==> src/rtl/router_pkg.sv <==
// Shared types for the router egress arbiter: FSM encoding, header field positions, skid entry layout.
// No logic here; the port increment helper wraps modulo NUM_PORTS.
package router_pkg;

    localparam int NUM_PORTS   = 3;
    localparam int HDR_LEN_MSB = 7;
    localparam int HDR_LEN_LSB = 2;

    typedef enum logic [2:0] {
        IDLE,
        HDR,
        HWAIT,
        BODY,
        DRAIN
    } arb_state_t;

    typedef struct packed {
        logic [7:0] dat;
        logic       sop;
        logic       eop;
        logic [1:0] port;
    } skid_entry_t;

    localparam int SKID_W = $bits(skid_entry_t);

    function automatic logic [1:0] port_inc(input logic [1:0] p);
        return (p == 2'(NUM_PORTS - 1)) ? 2'd0 : p + 2'd1;
    endfunction

endpackage

==> src/rtl/router_skid_buf.sv <==
// Small generic circular FIFO with occupancy count, used as the egress skid buffer.
// Latency: written entry is visible at the head the cycle after the write.
// Backpressure: a write is dropped only if full with no read that cycle; push+pop on full is allowed.
module router_skid_buf #(
    parameter int WIDTH = 12,
    parameter int DEPTH = 2,
    parameter int CNT_W = $clog2(DEPTH + 1)
) (
    input  logic             clock,
    input  logic             resetn,
    input  logic             wr_vld,
    input  logic [WIDTH-1:0] wr_dat,
    input  logic             rd_rdy,
    output logic             rd_vld,
    output logic [WIDTH-1:0] rd_dat,
    output logic [CNT_W-1:0] count
);

    localparam int IDX_W = (DEPTH > 1) ? $clog2(DEPTH) : 1;

    logic [WIDTH-1:0] mem [DEPTH];
    logic [IDX_W-1:0] wr_ptr;
    logic [IDX_W-1:0] rd_ptr;
    logic [CNT_W-1:0] cnt;
    logic             do_rd;
    logic             do_wr;

    function automatic logic [IDX_W-1:0] ptr_inc(input logic [IDX_W-1:0] p);
        return (p == IDX_W'(DEPTH - 1)) ? '0 : p + 1'b1;
    endfunction

    assign do_rd = rd_rdy && (cnt != '0);
    assign do_wr = wr_vld && ((cnt != CNT_W'(DEPTH)) || do_rd);

    always_ff @(posedge clock or negedge resetn) begin
        if (!resetn) begin
            wr_ptr <= '0;
            rd_ptr <= '0;
            cnt    <= '0;
            for (int i = 0; i < DEPTH; i++) begin
                mem[i] <= '0;
            end
        end else begin
            if (do_wr) begin
                mem[wr_ptr] <= wr_dat;
                wr_ptr      <= ptr_inc(wr_ptr);
            end
            if (do_rd) begin
                rd_ptr <= ptr_inc(rd_ptr);
            end
            case ({do_wr, do_rd})
                2'b10:   cnt <= cnt + 1'b1;
                2'b01:   cnt <= cnt - 1'b1;
                default: cnt <= cnt;
            endcase
        end
    end

    assign rd_vld = (cnt != '0);
    assign rd_dat = mem[rd_ptr];
    assign count  = cnt;

endmodule

==> src/rtl/router_out_arbiter.sv <==
// Output-side read scheduler: round-robin per-packet grant over three router FIFOs onto one egress stream.
// Latency: header read issued in cycle N reaches m_data with m_sop in cycle N+2 (registered via skid buffer).
// Backpressure: reads throttle on skid occupancy plus in-flight read; m_ready low freezes the head and halts reads.
module router_out_arbiter
    import router_pkg::*;
#(
    parameter int SKID_DEPTH = 2,
    parameter int STALL_MAX  = 64
) (
    input  logic       clock,
    input  logic       resetn,
    input  logic       vld_out_0,
    input  logic       vld_out_1,
    input  logic       vld_out_2,
    input  logic [7:0] data_out_0,
    input  logic [7:0] data_out_1,
    input  logic [7:0] data_out_2,
    output logic       read_enb_0,
    output logic       read_enb_1,
    output logic       read_enb_2,
    output logic [7:0] m_data,
    output logic       m_valid,
    input  logic       m_ready,
    output logic       m_sop,
    output logic       m_eop,
    output logic [1:0] m_port,
    output logic       busy,
    output logic       abort_err
);

    localparam int CNT_W = $clog2(SKID_DEPTH + 1);
    localparam int OCC_W = CNT_W + 1;

    arb_state_t       state_q, state_d;
    logic [1:0]       grant_q;
    logic [1:0]       rr_ptr_q;
    logic [8:0]       remaining_q;
    logic [7:0]       stall_cnt_q;
    logic             inflight_q;
    logic             inflight_sop_q;
    logic             inflight_eop_q;
    logic [1:0]       inflight_port_q;

    logic [2:0]       vld_vec;
    logic             vld_g;
    logic [7:0]       data_g;
    logic [1:0]       cand1, cand2, pick;
    logic             pick_vld;
    logic             pop;
    logic             room;
    logic [OCC_W-1:0] occ_proj;
    logic             rd_issue;
    logic             abort_now;
    logic [CNT_W-1:0] skid_cnt;
    skid_entry_t      push_e;
    skid_entry_t      head_e;

    function automatic logic port_req(input logic [2:0] v, input logic [1:0] p);
        case (p)
            2'd0:    return v[0];
            2'd1:    return v[1];
            default: return v[2];
        endcase
    endfunction

    assign vld_vec = {vld_out_2, vld_out_1, vld_out_0};

    always_comb begin
        vld_g = port_req(vld_vec, grant_q);
        case (inflight_port_q)
            2'd0:    data_g = data_out_0;
            2'd1:    data_g = data_out_1;
            default: data_g = data_out_2;
        endcase
    end

    // Scan rr_ptr, rr_ptr+1, rr_ptr+2 so the last-served port is considered only when nobody else asks.
    always_comb begin
        cand1    = port_inc(rr_ptr_q);
        cand2    = port_inc(cand1);
        pick     = rr_ptr_q;
        pick_vld = 1'b1;
        if (port_req(vld_vec, rr_ptr_q)) begin
            pick = rr_ptr_q;
        end else if (port_req(vld_vec, cand1)) begin
            pick = cand1;
        end else if (port_req(vld_vec, cand2)) begin
            pick = cand2;
        end else begin
            pick_vld = 1'b0;
        end
    end

    // A read is allowed only if its byte is guaranteed a slot when it lands next cycle.
    assign pop      = m_valid && m_ready;
    assign occ_proj = OCC_W'(skid_cnt) + OCC_W'(inflight_q) - OCC_W'(pop);
    assign room     = (occ_proj < OCC_W'(SKID_DEPTH));

    always_ff @(posedge clock or negedge resetn) begin
        if (!resetn) begin
            state_q <= IDLE;
        end else begin
            state_q <= state_d;
        end
    end

    always_comb begin
        state_d   = state_q;
        rd_issue  = 1'b0;
        abort_now = 1'b0;
        case (state_q)
            IDLE: begin
                if (pick_vld) begin
                    state_d = HDR;
                end
            end
            HDR: begin
                if (vld_g && room) begin
                    rd_issue = 1'b1;
                    state_d  = HWAIT;
                end
            end
            HWAIT: begin
                state_d = BODY;
            end
            BODY: begin
                if (stall_cnt_q == 8'(STALL_MAX)) begin
                    abort_now = 1'b1;
                    state_d   = IDLE;
                end else if (vld_g && room) begin
                    rd_issue = 1'b1;
                    if (remaining_q == 9'd1) begin
                        state_d = DRAIN;
                    end
                end
            end
            DRAIN: begin
                state_d = IDLE;
            end
            default: begin
                state_d = IDLE;
            end
        endcase
    end

    always_ff @(posedge clock or negedge resetn) begin
        if (!resetn) begin
            grant_q         <= 2'd0;
            rr_ptr_q        <= 2'd0;
            remaining_q     <= 9'd0;
            stall_cnt_q     <= 8'd0;
            inflight_q      <= 1'b0;
            inflight_sop_q  <= 1'b0;
            inflight_eop_q  <= 1'b0;
            inflight_port_q <= 2'd0;
            abort_err       <= 1'b0;
        end else begin
            if (state_q == IDLE && pick_vld) begin
                grant_q <= pick;
            end
            if (state_q == DRAIN || abort_now) begin
                rr_ptr_q <= port_inc(grant_q);
            end

            inflight_q <= rd_issue;
            if (rd_issue) begin
                inflight_sop_q  <= (state_q == HDR);
                inflight_eop_q  <= (state_q == BODY) && (remaining_q == 9'd1);
                inflight_port_q <= grant_q;
            end

            // Payload plus parity still to be read once the header has landed.
            if (state_q == HWAIT) begin
                remaining_q <= 9'(data_g[HDR_LEN_MSB:HDR_LEN_LSB]) + 9'd1;
            end else if (state_q == BODY && rd_issue) begin
                remaining_q <= remaining_q - 9'd1;
            end

            if (state_q != BODY || rd_issue) begin
                stall_cnt_q <= 8'd0;
            end else if (!vld_g) begin
                stall_cnt_q <= stall_cnt_q + 8'd1;
            end

            abort_err <= abort_now;
        end
    end

    assign read_enb_0 = rd_issue && (grant_q == 2'd0);
    assign read_enb_1 = rd_issue && (grant_q == 2'd1);
    assign read_enb_2 = rd_issue && (grant_q == 2'd2);
    assign busy       = (state_q != IDLE);

    assign push_e = '{dat: data_g, sop: inflight_sop_q, eop: inflight_eop_q, port: inflight_port_q};

    router_skid_buf #(
        .WIDTH (SKID_W),
        .DEPTH (SKID_DEPTH)
    ) u_skid (
        .clock  (clock),
        .resetn (resetn),
        .wr_vld (inflight_q),
        .wr_dat (push_e),
        .rd_rdy (m_ready),
        .rd_vld (m_valid),
        .rd_dat (head_e),
        .count  (skid_cnt)
    );

    assign m_data = m_valid ? head_e.dat  : 8'd0;
    assign m_sop  = m_valid && head_e.sop;
    assign m_eop  = m_valid && head_e.eop;
    assign m_port = m_valid ? head_e.port : 2'd0;

endmodule

==> config.mk <==
export PLATFORM = sky130hd
export DESIGN_NAME = router_out_arbiter
export DESIGN_NICKNAME = d
export VERILOG_FILES = /design/src/rtl/router_pkg.sv /design/src/rtl/router_skid_buf.sv /design/src/rtl/router_out_arbiter.sv
export SDC_FILE = /design/constraint.sdc
export NUM_CORES = 1
export LEC_CHECK = 0
export ABC_AREA = 1
export CORE_MARGIN = 3
export CORE_UTILIZATION = 30
export DETAILED_ROUTE_END_ITERATION = 12
export PLACE_DENSITY_LB_ADDON = 0.08
export SYNTH_ARGS = -nofsm -noshare
export SYNTH_HDL_FRONTEND = slang
export SYNTH_SLANG_ARGS = --single-unit
==> constraint.sdc <==
create_clock -name clock -period 4.15 [get_ports clock]
set_input_delay 0.83 -clock clock [delete_from_list [all_inputs] [get_ports clock]]
set_output_delay 0.83 -clock clock [all_outputs]
set_load 0.02 [all_outputs]
==> results.yml <==
synthesis:
  yosysTopAreaCellShare_pct: 42.4
  synthSimpleGateAreaFrac_pct: 31.8
  synth_seq_cells: 58
  syn_inst: 468
  synth.distinct_cells: 34
  synth_xor_area_share_pct: 2.30
  synth.area.top_cells: "dfrtp_1, nand2_1, inv_1, o21ai_0, nor2_1"
  synth_most_common_cell: "nand2_1"
  synth_area_um2: 3420
  synthAdderAreaFrac_pct: 3.14
  synthesis.nets: 506
  syn_avg_cell_area_um2: 7.32
  synth.area.mux_share_pct: 0
  yosysWarnings: 0
  synth_top_family_by_area: "simple AND/OR/NAND/NOR gates"
  post-synth-top-area-cell: "dfrtp_1"
  synth_compound_area_share_pct: 11.8
  async_reset_ff_share_pct: 100
  synth_seq_area_share_pct: 42.4
  synthFlopType: "dfrtp_1"
  synth.top_cells.by_count: "nand2_1, dfrtp_1, inv_1, nor2_1, o21ai_0"
  synth_edf_count: 0
floorplanning:
  dieArea_um2: 12700
  num_io_pins: 48
  die_w_um: 113
  core-area_um2: 11000
  fp.dieH_um: 113
  row_count: 38
  start_util_pct: 31.2
timing:
  rsz0062_at_grt: "no"
  timing.final.crit_share_pct: 96.1
  post-route-min-period_ns: 3.99
  setup_viol: 0
  skew_ns: 0.00685
  layout_setup_ws_ns: 0.163
  tightest_slew_ns: 0.947
  slew_headroom_pct: 36.9
  max_freq_mhz: 251
  hold_viol: 0
  slew_viol_final: 0
worst_setup_path:
  r2r_start: "u_skid.count[1]$_DFFE_PN0P_"
  critPathTopFamily: "buffers and inverters"
  cp.depth: 12
  critical_path_class: "in2out"
  path_max_fanout: 4
  crit_required_ns: 3.32
  end_kind: "output port"
  cp-start-kind: "input pin"
  max_stage_delay_ns: 0.50
  ff2ff_path_depth: 15
  path_buf_inv: 4
  cp.arrival_ns: 3.16
  worstReg2RegEnd: "remaining_q[0]$_DFFE_PN0P_"
  path_cells: "clkdlybuf4s50_1, inv_1, nor2_1, ha_1, inv_1, nand2_1, fa_1, o21ai_2, nor3_4, nand2_2, nor2_1, clkdlybuf4s15_1"
  crit_slowest_cell: "fa_1"
  reg2reg_slack_ns: 1.38
grt:
  overflow: 0
  grt_max_degree: 42
  grt_pass1_vias: 3035
  top_usage_layer: "met2"
  met1_usage_pct: 20.6
  antenna_found_initial: 0
  use_met2_pct: 23.0
  gr-usage-met3_pct: 3.21
  grtUsageTotal_pct: 15.0
  grt_pass1_wl_um: 15100
cts:
  cts_resized: 3
  post-cts-setup-buffer-count: 0
  clk_latency_ns: 0.32
  cts.sinks: 58
  clk_pin_slew_ns: 0.05
  cts_made_buffers: 9
  cts-root-buf: "clkbuf_16"
  cts_tree: "done"
  htreeDepth: 3
  cts.path.max_buffers: 2
  holdBufCountCts: 0
power:
  internal-power_mw: 1.82
  design_power_total_mw: 3.21
  swShare_pct: 43.1
  p_leak_nw: 2.09
  seq_power_share_pct: 29.6
  power_per_cell_area_nw_per_um2: 731
  ir_worst_vdd_v: 0.000288
  p_sw_mw: 1.38
  combPwrFrac_pct: 48.7
  p_clk_share_pct: 21.7
min_path:
  hold-path-endpoint: "u_skid.mem[17]$_DFFE_PN0P_"
  min_from: "u_skid.mem[17]$_DFFE_PN0P_"
  hold_depth: 2
  hold_path_class: "reg2reg"
route:
  wl_per_cell_um: 13.3
  avgViaCountPerCell: 4.60
  ant_nets: 0
  vias: 3102
  drt-total-wl_um: 8970
  first_pass_iters: 4
  post-route-drc-count: 0
  drt_iter0_drc: 170
run:
  drv_cap: 0
cells_and_area:
  n_fill_cell: 1141
  finalNetCount: 568
  drive_gt1_share_pct: 11.4
  postLayoutCellArea_um2: 4390
  n_antenna_cell: 0
  area_growth_pct: 28.2
placement:
  pre_cts_ws_ns: -0.241
  numPortBuffers: 47
  routabilityCongestion: 0.848
  dpl_cell_area_um2: 4120
  dp_hpwl_um: 6660
outcome:
  status: "finished clean"
[worst reg2reg max path: stages (launching register included)]
cell and delay, ns:
dfrtp_1 0.46, nor2_1 0.18, nor2_1 0.08, ha_1 0.28
inv_1 0.05, nand2_1 0.06, fa_1 0.50, o21ai_2 0.08
buf_4 0.13, nor2_1 0.10, nand4_1 0.18, nor2_2 0.28
nor2_4 0.08, inv_4 0.11, nand2_1 0.06, o21ai_1 0.07
[flip-flops by register name (all words and copies together) (netlist names)]
name / cells
inflight_port_q: 2
inflight_sop_q: 1
u_skid.wr_ptr: 1
inflight_eop_q: 1
remaining_q: 9
inflight_q: 1
u_skid.rd_ptr: 1
stall_cnt_q: 8
grant_q: 2
rr_ptr_q: 2
u_skid.mem: 24
abort_err: 1
u_skid.count: 2
state_q: 3
[power groups by stage]
stage	sequential (mW)	clock, mW	combinational [mW]
2_1_floorplan	0.890	0	1.08
3_3_place_gp	0.956	0	1.57
3_5_place_dp	0.958	0	1.59
4_1_cts	0.951	0.720	1.59
5_1_grt	0.981	0.744	1.78
6_report	0.950	0.696	1.56
[area by class of cell]
class                           count  area [um2]  share of cell area (%)
Clock buffer                       14         274                    6.24
Clock inverter                      2        10.0                   0.228
Tap cell                          140         175                    3.99
Inverter                           71         269                    6.13
Sequential cell                    58        1450                    33.1
Multi-Input combinational cell    333        1680                    38.3
Timing Repair Buffer               57         531                    12.1
[logic make-up after synthesis]
kind of cell	count (synthesis)
simple gates	239
compound gates	77
buf+inv	77
flops	58
xor+xnor	9
fa+ha+maj	8
[through the flow]
step	utilization [%]	hold slack (ns)	instances	TNS, ns
after floorplan	-	0.437	468	0
after global placement	37.5	0.464	659	-0.449
after detailed placement	37.5	0.463	659	-0.540
after CTS	40.0	0.478	675	0
after global routing	40.0	0.499	675	0
final	40.0	0.475	675	0
[worst max-delay path by stage]
stage                       start         end  slack, ns
after floorplan           m_ready  read_enb_2       0.63
after global placement    m_ready  read_enb_2      -0.23
after detailed placement  m_ready  read_enb_2      -0.24
after CTS                 m_ready  read_enb_2       0.01
after global routing      m_ready  read_enb_0      0.002
final                     m_ready  read_enb_0       0.16
[metal layers]
layer  share of wire (%)  up-vias
li1                    -     1617
met5                   0        -
met3                 3.8        6
met2                  45       58
met4                 1.1        0
met1                  50     1421
[layout by cell type, fill, tap and decap left out, types with 3 or more instances in the layout]
cell type and n:
nor3_1 7, nand4_1 9, clkdlybuf4s50_1 43, ha_1 7, clkbuf_16 9, nand2_1 134
xor2_1 8, nand3_1 20, nor2_1 41, clkbuf_8 3, inv_2 10, o21ai_1 12
inv_1 58, dfrtp_1 58, nand2_2 4, a21oi_1 24, nor2_4 4, buf_4 10
o21ai_0 33, nand3_2 6, nor2_2 5, o22ai_1 3
No activity file was read; power rests on OpenSTA's default activity.
